<file path="config.mk">
export PLATFORM = sky130hd
export DESIGN_NAME = loteria_emissor_flat
export DESIGN_NICKNAME = d
export VERILOG_FILES = /design/src/rtl/loteria_emissor_if.sv /design/src/rtl/loteria_emissor.sv /design/src/flat_wrapper.sv
export SDC_FILE = /design/constraint.sdc
export NUM_CORES = 1
export LEC_CHECK = 0
export ABC_AREA = 1
export CORE_ASPECT_RATIO = 1.25
export CORE_MARGIN = 1
export CORE_UTILIZATION = 25
export CTS_CLUSTER_DIAMETER = 120
export DETAILED_ROUTE_END_ITERATION = 7
export PLACE_DENSITY = 0.44
export SKIP_CTS_REPAIR_TIMING = 1
export SLEW_MARGIN = 5
export SYNTH_ARGS = -nofsm -noshare
export SYNTH_HDL_FRONTEND = slang
export SYNTH_SLANG_ARGS = --single-unit
</file>
<file path="constraint.sdc">
create_clock -name clk -period 1.8 [get_ports clk]
set_input_delay 0.54 -clock clk [delete_from_list [all_inputs] [get_ports clk]]
set_output_delay 0.54 -clock clk [all_outputs]
set_load 0.05 [all_outputs]
</file>
<file path="src/rtl/loteria_emissor_if.sv">
// Bus between the user-input side and the lottery bet transmitter.
// The master drives commands and the checker's win flag; the slave presents
// the digit/strobe interface towards the checker plus status.
interface loteria_emissor_if;
   logic [3:0] digit_in;
   logic       load;
   logic       start;
   logic       clear;
   logic       win_in;
   logic [3:0] num;
   logic       insert;
   logic       finish;
   logic       busy;
   logic       done;
   logic       won;
   logic [2:0] count;
   logic       err;

   modport master (
      output digit_in, load, start, clear, win_in,
      input  num, insert, finish, busy, done, won, count, err
   );

   modport slave (
      input  digit_in, load, start, clear, win_in,
      output num, insert, finish, busy, done, won, count, err
   );
endinterface

</file>
<file path="src/rtl/loteria_emissor.sv">
// Bet transmitter: buffers a bet digit by digit, replays it into the checker
// one digit per insert strobe, pulses finish, then samples the checker's win flag.
module loteria_emissor #(
   parameter int N_DIGITS    = 5,
   parameter int GAP         = 2,
   parameter int RESULT_WAIT = 3
) (
   input logic              clk,
   input logic              reset,
   loteria_emissor_if.slave bus
);

   localparam int GAP_W  = (GAP > 1) ? $clog2(GAP) : 1;
   localparam int WAIT_W = $clog2(RESULT_WAIT + 1);

   localparam logic [2:0]        N_CNT    = 3'(N_DIGITS);
   localparam logic [GAP_W-1:0]  GAP_END  = GAP_W'((GAP > 0) ? (GAP - 1) : 0);
   localparam logic [WAIT_W-1:0] WAIT_END = WAIT_W'(RESULT_WAIT);

   typedef enum logic [2:0] {
      S_IDLE,
      S_SEND,
      S_GAP,
      S_FIN,
      S_WAIT,
      S_DONE
   } state_t;

   state_t            state_q, state_d;
   logic [3:0]        digit_buf_q [N_DIGITS];
   logic [3:0]        digit_buf_d [N_DIGITS];
   logic [2:0]        count_q, count_d;
   logic [2:0]        idx_q, idx_d;
   logic [GAP_W-1:0]  gap_cnt_q, gap_cnt_d;
   logic [WAIT_W-1:0] wait_cnt_q, wait_cnt_d;
   logic [3:0]        num_q, num_d;
   logic              insert_q, insert_d;
   logic              finish_q, finish_d;
   logic              busy_q, busy_d;
   logic              done_q, done_d;
   logic              won_q, won_d;
   logic              err_q, err_d;

   // Next-state and next-output logic; only the highest-priority command
   // (clear, then start, then load) is acted on in any one cycle.
   always_comb begin
      state_d     = state_q;
      digit_buf_d = digit_buf_q;
      count_d     = count_q;
      idx_d       = idx_q;
      gap_cnt_d   = gap_cnt_q;
      wait_cnt_d  = wait_cnt_q;
      num_d       = num_q;
      won_d       = won_q;
      insert_d    = 1'b0;
      finish_d    = 1'b0;
      err_d       = 1'b0;

      case (state_q)
         S_IDLE: begin
            if (bus.clear) begin
               count_d = 3'd0;
               won_d   = 1'b0;
            end else if (bus.start) begin
               if (count_q == N_CNT) begin
                  idx_d   = 3'd0;
                  state_d = S_SEND;
               end else begin
                  err_d = 1'b1;
               end
            end else if (bus.load) begin
               if ((bus.digit_in <= 4'd9) && (count_q < N_CNT)) begin
                  digit_buf_d[count_q] = bus.digit_in;
                  count_d              = count_q + 3'd1;
               end else begin
                  err_d = 1'b1;
               end
            end
         end

         S_SEND, S_GAP, S_FIN, S_WAIT: begin
            if (bus.clear) begin
               count_d = 3'd0;
               idx_d   = 3'd0;
               state_d = S_IDLE;
            end else begin
               if (bus.load || bus.start) begin
                  err_d = 1'b1;
               end
               case (state_q)
                  S_SEND: begin
                     if (idx_q < N_CNT) begin
                        num_d    = digit_buf_q[idx_q];
                        insert_d = 1'b1;
                        idx_d    = idx_q + 3'd1;
                        if (GAP == 0) begin
                           state_d = (idx_d < N_CNT) ? S_SEND : S_FIN;
                        end else begin
                           gap_cnt_d = '0;
                           state_d   = S_GAP;
                        end
                     end else begin
                        state_d = S_FIN;
                     end
                  end
                  S_GAP: begin
                     if (gap_cnt_q == GAP_END) begin
                        state_d = (idx_q < N_CNT) ? S_SEND : S_FIN;
                     end else begin
                        gap_cnt_d = gap_cnt_q + 1'b1;
                     end
                  end
                  S_FIN: begin
                     finish_d   = 1'b1;
                     wait_cnt_d = '0;
                     state_d    = S_WAIT;
                  end
                  default: begin
                     // The finish cycle itself is excluded from the result window.
                     if (wait_cnt_q == WAIT_END) begin
                        won_d   = bus.win_in;
                        state_d = S_DONE;
                     end else begin
                        wait_cnt_d = wait_cnt_q + 1'b1;
                     end
                  end
               endcase
            end
         end

         S_DONE: begin
            if (bus.clear) begin
               count_d = 3'd0;
               won_d   = 1'b0;
               state_d = S_IDLE;
            end else if (bus.start) begin
               won_d   = 1'b0;
               idx_d   = 3'd0;
               state_d = S_SEND;
            end else if (bus.load) begin
               err_d = 1'b1;
            end
         end

         default: begin
            state_d = S_IDLE;
         end
      endcase

      busy_d = (state_d == S_SEND) || (state_d == S_GAP) ||
               (state_d == S_FIN)  || (state_d == S_WAIT);
      done_d = (state_d == S_DONE);
   end

   // State, buffer and registered outputs; reset aborts everything immediately.
   always_ff @(posedge clk or negedge reset) begin
      if (!reset) begin
         state_q    <= S_IDLE;
         for (int i = 0; i < N_DIGITS; i++) begin
            digit_buf_q[i] <= 4'd0;
         end
         count_q    <= 3'd0;
         idx_q      <= 3'd0;
         gap_cnt_q  <= '0;
         wait_cnt_q <= '0;
         num_q      <= 4'd0;
         insert_q   <= 1'b0;
         finish_q   <= 1'b0;
         busy_q     <= 1'b0;
         done_q     <= 1'b0;
         won_q      <= 1'b0;
         err_q      <= 1'b0;
      end else begin
         state_q     <= state_d;
         digit_buf_q <= digit_buf_d;
         count_q     <= count_d;
         idx_q       <= idx_d;
         gap_cnt_q   <= gap_cnt_d;
         wait_cnt_q  <= wait_cnt_d;
         num_q       <= num_d;
         insert_q    <= insert_d;
         finish_q    <= finish_d;
         busy_q      <= busy_d;
         done_q      <= done_d;
         won_q       <= won_d;
         err_q       <= err_d;
      end
   end

   assign bus.num    = num_q;
   assign bus.insert = insert_q;
   assign bus.finish = finish_q;
   assign bus.busy   = busy_q;
   assign bus.done   = done_q;
   assign bus.won    = won_q;
   assign bus.count  = count_q;
   assign bus.err    = err_q;

endmodule

</file>
<file path="src/flat_wrapper.sv">
// flat-port wrapper written by rule: the top's interface ports become plain ports
module loteria_emissor_flat 
#(
   parameter int N_DIGITS    = 5,
   parameter int GAP         = 2,
   parameter int RESULT_WAIT = 3
)
  (clk, reset, bus_digit_in, bus_load, bus_start, bus_clear, bus_win_in, bus_num, bus_insert, bus_finish, bus_busy, bus_done, bus_won, bus_count, bus_err);
  loteria_emissor_if bus_i ();
  input logic clk;
  input logic reset;
  input wire logic [$bits(bus_i.digit_in)-1:0] bus_digit_in;
  input wire logic [$bits(bus_i.load)-1:0] bus_load;
  input wire logic [$bits(bus_i.start)-1:0] bus_start;
  input wire logic [$bits(bus_i.clear)-1:0] bus_clear;
  input wire logic [$bits(bus_i.win_in)-1:0] bus_win_in;
  output wire logic [$bits(bus_i.num)-1:0] bus_num;
  output wire logic [$bits(bus_i.insert)-1:0] bus_insert;
  output wire logic [$bits(bus_i.finish)-1:0] bus_finish;
  output wire logic [$bits(bus_i.busy)-1:0] bus_busy;
  output wire logic [$bits(bus_i.done)-1:0] bus_done;
  output wire logic [$bits(bus_i.won)-1:0] bus_won;
  output wire logic [$bits(bus_i.count)-1:0] bus_count;
  output wire logic [$bits(bus_i.err)-1:0] bus_err;
  assign bus_i.digit_in = bus_digit_in;
  assign bus_i.load = bus_load;
  assign bus_i.start = bus_start;
  assign bus_i.clear = bus_clear;
  assign bus_i.win_in = bus_win_in;
  assign bus_num = bus_i.num;
  assign bus_insert = bus_i.insert;
  assign bus_finish = bus_i.finish;
  assign bus_busy = bus_i.busy;
  assign bus_done = bus_i.done;
  assign bus_won = bus_i.won;
  assign bus_count = bus_i.count;
  assign bus_err = bus_i.err;
  loteria_emissor #(.N_DIGITS(N_DIGITS), .GAP(GAP), .RESULT_WAIT(RESULT_WAIT)) u_core (.clk(clk), .reset(reset), .bus(bus_i));
endmodule
</file>
; Word level (Yosys, flattened, before mapping)
; Cells that the tools add are included.
[word_totals]
output_inout_bits = 13
word_cells = 146
ff_bits = 42
inputBits = 10
[classes]
bitwise = 5
n_eq_ne = 30
addsub = 4
muxes = 63
order_cmp = 6
reduce_logical = 21
[ops]
columns = operator, count
row1 = $mux W3, 21
row2 = $pmux W3 S3, 3
row3 = $mux W1, 26
row4 = $bwmux W20, 1
row5 = $ne A2 B2 Y1 const B, 8
row6 = $eq A3 B3 Y1 const B, 5
row7 = $bmux W4 S3, 1
row8 = $demux W4 S3, 1
row9 = $eq A3 B2 Y1 const B, 4
row10 = $mux W4, 3
row11 = $reduce_and A4 Y1, 3
row12 = $reduce_and A5 Y1, 2
row13 = $ne A3 B2 Y1 const B, 3
row14 = $ne A3 B3 Y1 const B, 3
row15 = $ge A4 B4 Y1 const B, 2
row16 = $ne A2 B1 Y1 const B, 4
row17 = $not A3 Y4, 2
row18 = $reduce_and A8 Y1, 1
row19 = $add A3 B1 Y3 const B, 2
row20 = $eq A3 B1 Y1 const B, 2
row21 = $lt A3 B3 Y1 const B, 2
row22 = $pmux W1 S3, 2
row23 = $pmux W3 S2, 1
row24 = $reduce_and A6 Y1, 1
row25 = other kinds (18), 26

; Logic depth before layout (Yosys ltp)
[logic_depth]
depth_word = 10
ltp_mapped = 10
depth_no_buf = 9

; Worst setup path before layout
; No wires, ideal clock.
[synth_path]
path_kind = flip-flop to flip-flop
from = register u_core.count_q[0] (netlist: u_core.bus.count[0])
to = register u_core.digit_buf_q[12] (netlist name)
period_less_slack_ns = 1.682
arrival_ns = 1.613
setup_slack_ns = 0.118
stages_incl_launch_ff = 8
n_path_buf = 2
setup_time_ns = 0.068
t_required_ns = 1.732
path_cell_list = dfrtp_1 > inv_1 > nand2_1 > a21oi_1 > buf_2 > buf_2 > nand4_1 > nand2_1
[synth_between]
elab_chain_cells = 6
word_cells_on_any_way = 10
classes_between = order compare: 3 / mux: 3 / bitwise: 1 / reduce/logical: 3
[synth_rtl]
columns = element, line_no
row1 = from (decl), loteria_emissor.sv:32  ; logic [2:0] count_q, count_d;
row2 = from (signal assigned), loteria_emissor.sv:176  ; count_q <= count_d;
row3 = $not A3 Y4 (implied by the code), loteria_emissor.sv:73  ; digit_buf_d[count_q] = bus.digit_in;
row4 = $ge A4 B4 Y1 (implied by the code) / $lt A4 B1 Y1 (equally long branches), loteria_emissor.sv:73
row5 = $logic_and A1 B1 Y1 (implied by the code), loteria_emissor.sv:73
row6 = $mux W4 (implied by the code), loteria_emissor.sv:73
row7 = $demux W4 S3, loteria_emissor.sv:73
row8 = $bwmux W20, loteria_emissor.sv:73
row9 = to (signal assigned), loteria_emissor.sv:175  ; digit_buf_q <= digit_buf_d;
row10 = to (decl), loteria_emissor.sv:30  ; logic [3:0] digit_buf_q [N_DIGITS];
; Parallel ways exist; a longest one is shown, timed or not.
; A chain may end at the register's enable or synchronous reset.

; Worst setup path in the final report
[layout_path]
from = register u_core.state_q[1]
to = register u_core.digit_buf_q[17] (netlist name)
[layout_between]
elab_chain_cells = 2
[layout_rtl]
columns = element, line_no
row1 = from (decl), loteria_emissor.sv:29  ; state_t state_q, state_d;
row2 = from (signal assigned), loteria_emissor.sv:174  ; state_q <= state_d;
row3 = $logic_not A3 Y1, loteria_emissor.sv:59  ; case (state_q)
row4 = $reduce_and A5 Y1 (no line), -
; No other way between the ends.

==> reports/results.tsv <==
metric	value	unit
status	complete, no violations	
layout_min_cycle_time	1.70	ns
core.rowCount	38	
fin_area	3020	µm²
yosys_warnings	0	
synth_cell_types	26	
placed_cell_area	2880	µm²
die_x	87.1	µm
post-place-ws	-0.277	ns
cp_max_fo	16	
cts_sinks	42	
nNetsFinal	357	
drive_gt1_share	19.8	%
pin_count	23	
worst_slew_pin_slew	0.394	ns
clk_pin_slew	0.08	ns
io_buffer_count	22	
power	2.32	mW
antenna_found_initial	0	
synth_nets	303	
fin_util	34.5	%
cts_tree	built	
ant_nets	0	
diodes	0	
leakagePower	1.54	nW
min_path_type	in -> async	
fp.dieH	108	µm
grt_pass1_vias	2090	
synthAdderAreaFrac	2.21	%
drc_errors	0	
holdWs	0.202	ns
clk_latency	0.29	ns
start_util	25.9	%
relSlewSlack	73.6	%
grt_max_degree	43	
gp_congestion	0.862	
dieArea	9440	µm²
yosys.area.top_type	dfrtp_1	
ir_worst_vdd	0.296	mV
cts-root-buf	clkbuf_8	
crit_path_end_kind	flip-flop	
vias	2086	
fin_tns_setup	0	ns
synth_area_per_cell	7.83	µm²
yosys.area_share.simple	36.0	%
power.density	767	nW/µm²
postSynth.asyncResetShare	100	%
grt_usage	14.2	%
synth_area_leaders	dfrtp_1, nand2_1, nor2_1, nand4_1, o21ai_0	
period_share	94.4	%
setup_ws	0.101	ns
synth-compound-area-share	8.46	%
synth_xor_area_share	0.387	%
ff_latch_area	1050	µm²
timing_hold_violations_final	0	
first_iter_violations	116	
yosysTopAreaCellShare	46.4	%
wl_per_cell	12.7	µm
synth_top_family_by_area	simple AND/OR/NAND/NOR gates	
fill_cells	971	
area_growth_syn_to_layout	33.5	%
clock_path_buffers	2	
ys_ff_latch	42	
ys_seq_area_share	46.4	%
synthFlopType	dfrtp_1	
setup_viol	0	
yosysMostFrequentCell	nand2_1	
crit_path_start_kind	flip-flop	
multi_input_area	1080	µm²
required	2.03	ns
skew	0.00526	ns
crit_arrival	1.93	ns
h-tree-depth	2	
synth.area.mux_share	0	%
ys_top_cells_by_count	nand2_1, dfrtp_1, nor2_1, nand4_1, inv_1	
crit_type	reg -> reg	
syn-cell-area	2260	µm²
fin_cells	464	
wl	5870	µm
rsz0062_at_grt	false	
grt-ovfl-total	0	
maxCapViolCount	0	
syn_inst	289	
core-area	8750	µm²
drt-vias-per-instance	4.50	
drv_slew	0	
dp_hpwl	4440	µm
dp_cells	453	
grt_pass1_wl	10100	µm
dr.pass1.iters	4	
synth_edf_count	0	
r2r_cells	8	
cts_buffers	5	
clock.fmax	588	MHz
-- critical path, stage by stage, from the launching register on --
cell and delay (ns):
dfrtp_1 0.40, buf_4 0.17, nor2_8 0.10, nand2_4 0.09, nor4_4 0.36, buf_12 0.19, buf_4 0.15, nand4_1 0.09
nand2_1 0.09
-- power breakdown --
group	internal [mW]	switching, mW	leakage (nW)
clock	0.416	0.332	0.0524
combinational	0.207	0.265	0.924
sequential	1.03	0.0663	0.565
-- sequential cells by signal (all words and copies together) (netlist names) --
signal / cells
u_core.bus.insert: 1
u_core.bus.count: 3
u_core.state_q: 3
u_core.bus.finish: 1
u_core.idx_q: 3
u_core.bus.busy: 1
u_core.gap_cnt_q: 1
u_core.digit_buf_q: 20
u_core.bus.done: 1
u_core.bus.err: 1
u_core.bus.num: 4
u_core.bus.won: 1
u_core.wait_cnt_q: 2
-- placed cells by master, fill, tap and decap left out, types with 5 or more instances in the layout --
| master | count |
|---|---|
| nand2_1 | 91 |
| dfrtp_1 | 40 |
| nor2_1 | 37 |
| buf_4 | 37 |
| nand4_1 | 22 |
| inv_1 | 21 |
| o21ai_0 | 18 |
| nand3_1 | 12 |
| buf_12 | 9 |
| a21oi_1 | 7 |
| clkdlybuf4s50_1 | 7 |
| nand3_2 | 5 |
| clkbuf_8 | 5 |
-- worst paths after layout --
| kind | slack, ns | startpoint | end |
|---|---|---|---|
| worst max register to register | 0.10 | u_core.state_q[1] | u_core.digit_buf_q[17] |
| max in group asynchronous | 1.36 | reset | u_core.state_q[0] |
| worst min-delay path | 0.20 | reset | u_core.digit_buf_q[9] |
| worst max-delay path | 0.10 | u_core.state_q[1] | u_core.digit_buf_q[17] |
| worst min register to register | 0.47 | u_core.digit_buf_q[14] | u_core.digit_buf_q[14] |
| min in group clk | 0.47 | u_core.digit_buf_q[14] | u_core.digit_buf_q[14] |
-- layout make-up --
| type | count | share of cell area (%) |
|---|---|---|
| flip-flops and latches | 42 | 34.9 |
| clock buffers | 7 | 2.53 |
| repair buffers | 55 | 18.1 |
| well taps | 120 | 4.97 |
| inverters | 24 | 2.98 |
| multi-input cells | 215 | 35.6 |
| clock inverters | 1 | 0.994 |
-- per-layer routing --
| metal | global-route usage (%) | routed length (µm) | vias up | share of wire, % |
|---|---|---|---|---|
| met4 | 5.50 | 137 | 0 | 2.3 |
| met3 | 2.67 | 133 | 9 | 2.3 |
| met5 | 0 | 0 | - | 0 |
| met1 | 17.1 | 2580 | 978 | 44 |
| met2 | 24.8 | 3020 | 34 | 51 |
| li1 | - | - | 1065 | - |
-- cells by family (layout without fill, tap and decap cells) --
logic type	after synthesis	in the layout
AND/OR/NAND/NOR	176	176
flip-flops	42	42
adder cells (fa/ha/maj)	4	4
AO/OA/AOI/OAI	34	34
XOR/XNOR	1	1
buffers and inverters	32	87
(Power assumes the default switching activity.)
